===== config.mk =====
export PLATFORM = sky130hd
export DESIGN_NAME = uart_tx_flat
export DESIGN_NICKNAME = d
export VERILOG_FILES = /design/src/rtl/uart_tx_if.sv /design/src/rtl/uart_tx.sv /design/src/flat_wrapper.sv
export SDC_FILE = /design/constraint.sdc
export NUM_CORES = 1
export LEC_CHECK = 0
export BUFFER_PORTS_ARGS = -buffer_cell sky130_fd_sc_hd__buf_4
export CAP_MARGIN = 20
export CORE_ASPECT_RATIO = 1.4
export CORE_MARGIN = 4
export CORE_UTILIZATION = 45
export CTS_BUF_LIST = sky130_fd_sc_hd__clkbuf_4
export CTS_CLUSTER_SIZE = 20
export DETAILED_ROUTE_END_ITERATION = 12
export GPL_ROUTABILITY_DRIVEN = 0
export HOLD_SLACK_MARGIN = 0.1
export PLACE_DENSITY = 0.7
export SYNTH_ARGS = -nofsm -noshare
export SYNTH_HDL_FRONTEND = slang
export SYNTH_SLANG_ARGS = --single-unit

===== constraint.sdc =====
create_clock -name clk -period 4.94 [get_ports clk]
set_input_delay 0.988 -clock clk [delete_from_list [all_inputs] [get_ports clk]]
set_output_delay 0.988 -clock clk [all_outputs]
set_load 0.01 [all_outputs]

===== src/rtl/uart_tx_if.sv =====
`default_nettype none
// ============================================================================
// Module   : uart_tx_if
// Brief    : Handshake and serial-line bundle between a UART transmitter and
//            the logic that feeds it (tick strobe, request, payload, status).
// Revision : 1.0 - initial release
// ============================================================================
interface uart_tx_if #(
  parameter int NB_DATA = 32
);
  logic               i_tick;
  logic               i_tx_start;
  logic [NB_DATA-1:0] i_data;
  logic               o_tx;
  logic               o_busy;
  logic               o_txdone;

  // Feeder side: drives the strobe, request and payload; observes status.
  modport master (
    output i_tick, i_tx_start, i_data,
    input  o_tx, o_busy, o_txdone
  );

  // Transmitter side.
  modport slave (
    input  i_tick, i_tx_start, i_data,
    output o_tx, o_busy, o_txdone
  );
endinterface
`default_nettype wire


===== src/rtl/uart_tx.sv =====
`default_nettype none
// ============================================================================
// Module   : uart_tx
// Brief    : Oversampled UART transmitter. One start bit, NB_DATA data bits
//            sent MSB first, stop period of NB_STOP ticks. Serial line is
//            driven straight from a flop.
// Revision : 1.0 - initial release
// ============================================================================
module uart_tx #(
  parameter int NB_DATA       = 32,
  parameter int NB_STOP       = 16,
  parameter int NB_OVERSAMPLE = 16
) (
  input  logic      clk,
  input  logic      i_rst_n,
  uart_tx_if.slave  tx_if
);

  localparam int c_MAX_TICKS = (NB_OVERSAMPLE > NB_STOP) ? NB_OVERSAMPLE : NB_STOP;
  localparam int c_CNT_W     = (c_MAX_TICKS > 1) ? $clog2(c_MAX_TICKS) : 1;
  localparam int c_IDX_W     = (NB_DATA > 1) ? $clog2(NB_DATA) : 1;

  localparam logic [c_CNT_W-1:0] c_OS_LAST   = c_CNT_W'(NB_OVERSAMPLE - 1);
  localparam logic [c_CNT_W-1:0] c_STOP_LAST = c_CNT_W'(NB_STOP - 1);
  localparam logic [c_IDX_W-1:0] c_IDX_MSB   = c_IDX_W'(NB_DATA - 1);

  localparam logic [1:0] c_IDLE  = 2'd0;
  localparam logic [1:0] c_START = 2'd1;
  localparam logic [1:0] c_DATA  = 2'd2;
  localparam logic [1:0] c_STOP  = 2'd3;

  logic [1:0]         state_q, state_d;
  logic [c_CNT_W-1:0] cnt_q,   cnt_d;
  logic [c_IDX_W-1:0] idx_q,   idx_d;
  logic [NB_DATA-1:0] shreg_q, shreg_d;
  logic               tx_q,    tx_d;
  logic               done_q,  done_d;

  logic [c_IDX_W-1:0] w_idx_dec;

  // The payload is never shifted; bits are picked by index so the latched
  // word stays intact for the whole frame.
  assign w_idx_dec = idx_q - c_IDX_W'(1);

  // Next-state logic: counters only move on tick strobes, the line level is
  // precomputed so the flop updates exactly at each bit boundary.
  always_comb begin
    state_d = state_q;
    cnt_d   = cnt_q;
    idx_d   = idx_q;
    shreg_d = shreg_q;
    tx_d    = tx_q;
    done_d  = 1'b0;
    case (state_q)
      c_IDLE: begin
        tx_d = 1'b1;
        if (tx_if.i_tx_start) begin
          shreg_d = tx_if.i_data;
          cnt_d   = '0;
          state_d = c_START;
          tx_d    = 1'b0;
        end
      end
      c_START: begin
        if (tx_if.i_tick) begin
          if (cnt_q == c_OS_LAST) begin
            cnt_d   = '0;
            idx_d   = c_IDX_MSB;
            state_d = c_DATA;
            tx_d    = shreg_q[c_IDX_MSB];
          end else begin
            cnt_d = cnt_q + c_CNT_W'(1);
          end
        end
      end
      c_DATA: begin
        if (tx_if.i_tick) begin
          if (cnt_q == c_OS_LAST) begin
            cnt_d = '0;
            if (idx_q == '0) begin
              state_d = c_STOP;
              tx_d    = 1'b1;
            end else begin
              idx_d = w_idx_dec;
              tx_d  = shreg_q[w_idx_dec];
            end
          end else begin
            cnt_d = cnt_q + c_CNT_W'(1);
          end
        end
      end
      default: begin
        // Stop period: line already high, just count it out.
        if (tx_if.i_tick) begin
          if (cnt_q == c_STOP_LAST) begin
            cnt_d   = '0;
            state_d = c_IDLE;
            done_d  = 1'b1;
          end else begin
            cnt_d = cnt_q + c_CNT_W'(1);
          end
        end
      end
    endcase
  end

  // State registers with asynchronous abort: line returns high immediately.
  always_ff @(posedge clk or negedge i_rst_n) begin
    if (!i_rst_n) begin
      state_q <= c_IDLE;
      cnt_q   <= '0;
      idx_q   <= '0;
      shreg_q <= '0;
      tx_q    <= 1'b1;
      done_q  <= 1'b0;
    end else begin
      state_q <= state_d;
      cnt_q   <= cnt_d;
      idx_q   <= idx_d;
      shreg_q <= shreg_d;
      tx_q    <= tx_d;
      done_q  <= done_d;
    end
  end

  assign tx_if.o_tx     = tx_q;
  assign tx_if.o_busy   = (state_q != c_IDLE);
  assign tx_if.o_txdone = done_q;

endmodule
`default_nettype wire

===== src/flat_wrapper.sv =====
// flat-port wrapper written by rule: the top's interface ports become plain ports
module uart_tx_flat 
#(
  parameter int NB_DATA       = 32,
  parameter int NB_STOP       = 16,
  parameter int NB_OVERSAMPLE = 16
)
  (clk, i_rst_n, tx_if_i_tick, tx_if_i_tx_start, tx_if_i_data, tx_if_o_tx, tx_if_o_busy, tx_if_o_txdone);
  uart_tx_if #(.NB_DATA(NB_DATA)) tx_if_i ();
  input  logic clk;
  input  logic i_rst_n;
  input wire logic [$bits(tx_if_i.i_tick)-1:0] tx_if_i_tick;
  input wire logic [$bits(tx_if_i.i_tx_start)-1:0] tx_if_i_tx_start;
  input wire logic [$bits(tx_if_i.i_data)-1:0] tx_if_i_data;
  output wire logic [$bits(tx_if_i.o_tx)-1:0] tx_if_o_tx;
  output wire logic [$bits(tx_if_i.o_busy)-1:0] tx_if_o_busy;
  output wire logic [$bits(tx_if_i.o_txdone)-1:0] tx_if_o_txdone;
  assign tx_if_i.i_tick = tx_if_i_tick;
  assign tx_if_i.i_tx_start = tx_if_i_tx_start;
  assign tx_if_i.i_data = tx_if_i_data;
  assign tx_if_o_tx = tx_if_i.o_tx;
  assign tx_if_o_busy = tx_if_i.o_busy;
  assign tx_if_o_txdone = tx_if_i.o_txdone;
  uart_tx #(.NB_DATA(NB_DATA), .NB_STOP(NB_STOP), .NB_OVERSAMPLE(NB_OVERSAMPLE)) u_core (.clk(clk), .i_rst_n(i_rst_n), .tx_if(tx_if_i));
endmodule

# Word-level counts from Yosys, hierarchy flattened
# Index checks and enable logic that the tools add are counted.
# W data, S select, Z words.
[totals]
elab_cells = 63
out_inout_bits = 3
inputBits = 36
register_bits = 45
[op_classes]
muxes = 31
n_reduce_logical = 13
add_sub_neg = 2
eq_ne = 10
order_cmp = 1
[op_table]
columns = ["operator", "count"]
rows = [
  ["$mux W5", 5],
  ["$mux W2", 8],
  ["$mux W4", 4],
  ["$mux W1", 10],
  ["$pmux W5 S2", 1],
  ["$ne A2 B2 Y1 const B", 4],
  ["$reduce_and A8 Y1", 1],
  ["$reduce_bool A2 Y1", 4],
  ["$lt A5 B6 Y1 const B", 1],
  ["$ne A2 B1 Y1 const B", 3],
  ["$pmux W2 S3", 1],
  ["$reduce_and A6 Y1", 1],
  ["$bmux W1 S5", 1],
  ["$logic_not A5 Y1", 1],
  ["$reduce_and A5 Y1", 1],
  ["$sub A5 B1 Y5 const B", 1],
  ["$add A4 B1 Y4 const B", 1],
  ["$eq A4 B4 Y1 const B", 1],
  ["$reduce_and A2 Y1", 2],
  ["$pmux W1 S3", 1],
  ["$reduce_bool A3 Y1", 1],
  ["$reduce_or A3 Y1", 1],
  ["$eq A2 B1 Y1 const B", 1],
  ["$eq A2 B2 Y1 const B", 1],
  ["$logic_not A2 Y1", 1],
]

# Depth between registers and ports, before layout
[depth]
ltp_word = 7
ltp_mapped = 9

# Worst setup path after synthesis
# Ideal clock, no wire load.
[synth_timing]
path_type = "reg2reg"
from = "register u_core.idx_q[0]"
to = "register u_core.state_q[1]"
stages_incl_launch_ff = 9
path_slack_ps = 2794
period_less_slack_ps = 2146
required_time_ps = 4815
arrival_ps = 2021
cell_sequence = "dfrtp_1 -> buf_2 -> buf_6 -> inv_1 -> ha_1 -> or4b_4 -> o21ai_2 -> o211ai_2 -> mux2_4"
[synth_via]
elab_chain_len = 3
[synth_rtl]
columns = ["item", "line", "text"]
rows = [
  ["start, declared", "uart_tx.sv:34", "logic [c_IDX_W-1:0] idx_q, idx_d;"],
  ["start signal, assigned", "uart_tx.sv:119", "idx_q <= idx_d;"],
  ["$logic_not A5 Y1", "uart_tx.sv:80", "if (idx_q == '0) begin"],
  ["$ne A2 B1 Y1 (no source line)", "-", ""],
  ["$reduce_and A8 Y1 (no source line)", "-", ""],
  ["end signal, assigned", "uart_tx.sv:110", "state_q <= c_IDLE;"],
  ["end signal, assigned", "uart_tx.sv:117", "state_q <= state_d;"],
  ["end, declared", "uart_tx.sv:32", "logic [1:0] state_q, state_d;"],
]
# No other way between the ends.
# A chain may end at the register's enable or synchronous reset.

# Worst setup path in the final report
[layout_timing]
from = "register u_core.state_q[1]"
to = "output tx_if_o_busy"
[layout_via]
elab_chain_len = 1
[layout_rtl]
columns = ["item", "line", "text"]
rows = [
  ["$reduce_bool A2 Y1", "uart_tx.sv:127", "assign tx_if.o_busy = (state_q != c_IDLE);"],
  ["end, declared", "flat_wrapper.sv:16", "output wire logic [$bits(tx_if_i.o_busy)-1:0] tx_if_o_busy;"],
]
# No other way between the ends.

==> qor.txt <==
CP endpoint kind -> primary output
Pleak -> 1.22 nW
Pint -> 1.02 mW
Max-slew violations -> 0
Setup Skew -> 0.0159 ns
Starting Density -> 46.3%
Final worst-path cycle share -> 51.1%
Via count -> 1579
CTS Buf Count -> 5
Multiplexer area fraction after synthesis -> 26.1%
Mapped Cells -> 193
Final setup viols -> 0
Detail Route Antenna Nets -> 0
Sequential area share after synthesis -> 47.6%
Initial antenna violation count -> 0
# hold bufs at CTS -> 0
HPWL after detailed placement -> 3420 um
CP startpoint kind -> register
Setup Buffers After CTS -> 0
Core area -> 0.00512 sq mm
Tot Pwr -> 1.53 mW
Nets@finish -> 270
Fmax -> 0.396 GHz
Worst Path Max Fanout -> 9
Avg WL per Cell -> 15.5 um
Remaining Overflow, GRT -> 0
Hold Crit Start -> u_core.shreg_q[4]$_DFFE_PN0P_
Register bit total from synthesis -> 45
Worst-path clk slew -> 0.13 ns
Relative slew slack -> 56.1%
# diodes -> 0
Post-synthesis adder-cell area fraction -> 3.17%
Netlist Area Pre-Place -> 0.00237 sq mm
CP Data Required Time -> 3.95 ns
Post_cts resized -> 0
YS warnings -> 0
Sw Share -> 33.2%
Most used cell, CP -> inv_1
CP endpoint -> tx_if_o_busy
Clock Sinks -> 45
R2R depth -> 7
I/O Buffers -> 38
Crit path DAT -> 1.54 ns
Post-synth net total -> 235
Pre-Repair DR Iteration Count -> 4
Routed WL -> 4560 um
WS Path Type -> register to primary output
Buf+Inv Stages, Crit Path -> 3
Vias per std cell -> 5.35
Top delay family on crit path -> flip-flops
Proportion of layout cells with a drive suffix above 1 -> 41.9%
Die width -> 69.3 um
I/O pin total -> 39
Total track usage -> 15.1%
Outcome -> finished clean
Iter 0 DRT Violations -> 64
Largest net degree at the start of global routing -> 46
Reg-to-reg critical path startpoint -> u_core.idx_q[0]$_DFFE_PN0P_
# DRC -> 0
Slowest cell delay on critical path -> 0.44 ns
Cell Pwr Density -> 553 mW/mm^2
Setup TNS -> 0 ns
DIE HEIGHT -> 93.8 um
VDD IR max -> 0.000297 V
Worst Max-Slew Pin Slew -> 0.659 ns
Clk Latency, worst-skew pair -> 0.35 ns
Htree depth -> 2
Bufs on Longest Clock Path -> 2
EDFF count, synth -> 0
Final Hold Violating Endpoints -> 0
Most common cell after layout, fill and taps aside -> dfrtp_1
Worst Setup SP -> u_core.state_q[1]$_DFFE_PN0P_
Largest family of logic cells by synthesized area -> multiplexers
Layout area overhead -> 16.5%
Post-synth cell types -> 44
Share of synthesized flip-flops with an asynchronous set or reset -> 100%
Die ar. -> 0.00650 sq mm
Mean Syn Cell Area -> 12.3 sq um
Synth Area in Compound Gates -> 9.30%
Part of the power in the clock network -> 14.6%
First-pass GRT wire length -> 7620 um
Min-Delay Path Class -> register to register
XOR/XNOR Fraction of Synth Area -> 1.43%
Worst path slowest cell -> dfrtp_1
Most frequent cells in the layout -> dfrtp_1 (44), buf_4 (39), mux2_2 (34), nand2_1 (11)
Worst path depth -> 4
Reg power frac -> 45.2%
P_sw -> 0.506 mW
Reg2reg setup slack -> 2.62 ns
Simple-Gate Fraction of Synth Area -> 8.35%
FP Rows -> 31
Number of global-route vias before repair -> 1607
RSZ-0062 raised after global routing -> false
CTS tree -> yes
Synth Flop Type -> dfrtp_1
Final min period -> 2.53 ns
R2R Path End -> u_core.tx_if.o_tx$_DFFE_PN1P_
Root Driver -> clkbuf_4
Comb pwr share -> 40.2%
Crit-path cells -> inv_1 > ha_1 > inv_1 > buf_4
Max cap viols -> 0
## power groups by stage
| stage | clock, mW | combinational, mW | sequential, mW |
|---|---|---|---|
| after floorplan | 0 | 0.554 | 0.617 |
| after global placement | 0 | 0.609 | 0.695 |
| after detailed placement | 0 | 0.620 | 0.698 |
| after CTS | 0.232 | 0.622 | 0.690 |
| after global routing | 0.248 | 0.688 | 0.712 |
| final | 0.222 | 0.613 | 0.690 |
## state kept, by name, summed over array words and instances (netlist names)
register	flops
u_core.tx_if.o_tx	1
u_core.idx_q	5
u_core.tx_if.o_txdone	1
u_core.state_q	2
u_core.shreg_q	32
u_core.cnt_q	4
## cells in the mapped netlist, types with 2 or more instances
master,n,area share (%)
buf_1,4,0.63
inv_1,9,1.4
o22ai_1,2,0.53
nand2_1,11,1.7
buf_6,2,0.95
nand3_1,7,1.5
dfrtp_1,44,46
clkbuf_1,2,0.32
nor2_1,6,0.95
a31oi_1,2,0.53
a21oi_1,10,2.1
buf_2,2,0.42
mux2_2,34,16
o21ai_1,3,0.63
mux4_2,8,7.6
ha_1,6,3.2
o21ai_0,10,2.1
and2_1,2,0.53
mux2i_1,4,1.7
## routing by layer
metal | global-route usage, % | vias to the layer above | part of all wire [%]
met3 | 3.64 | 5 | 3.0
met5 | 0 | - | 0
met1 | 17.4 | 767 | 41
met2 | 26.8 | 34 | 55
li1 | - | 773 | -
met4 | 5.70 | 0 | 1.4
## kinds of logic (layout without fill, tap and decap cells)
family / count (synthesis) / count (layout)
fa+ha+maj: 6 / 6
xor+xnor: 3 / 3
buf+inv: 20 / 56
compound gates: 36 / 36
mux: 47 / 47
simple gates: 36 / 36
flops: 45 / 45
## how the worst min path moves through the flow
stage	endpoint	slack, ns	cells after the start
floorplan	u_core.shreg_q[1]$_DFFE_PN0P_	0.47	1
global placement	u_core.shreg_q[4]$_DFFE_PN0P_	0.49	1
detailed placement	u_core.shreg_q[10]$_DFFE_PN0P_	0.49	1
CTS	u_core.shreg_q[10]$_DFFE_PN0P_	0.52	1
global route	u_core.shreg_q[19]$_DFFE_PN0P_	0.54	1
finish	u_core.shreg_q[4]$_DFFE_PN0P_	0.52	1
## metrics by stage
step	hold slack, ns	worst slack [ns]	cells	utilization, %	instance area, sq um
floorplan	0.474	2.79	193	-	2370
global placement	0.486	2.65	287	52.4	2680
detailed placement	0.494	2.62	287	52.4	2680
CTS	0.522	2.39	295	53.9	2760
global route	0.539	2.29	295	53.9	2760
finish	0.520	2.41	295	53.9	2760
## cell type report
| class | count | area (sq um) |
|---|---|---|
| fill | 466 | 2360 |
| multi-input combinational | 128 | 1140 |
| sequential | 45 | 1130 |
| timing repair buffer | 39 | 293 |
| tap | 66 | 82.6 |
| clock buffer | 6 | 45.0 |
| clock inverter | 2 | 33.8 |
| inverter | 9 | 33.8 |
(Power assumes the default switching activity.)
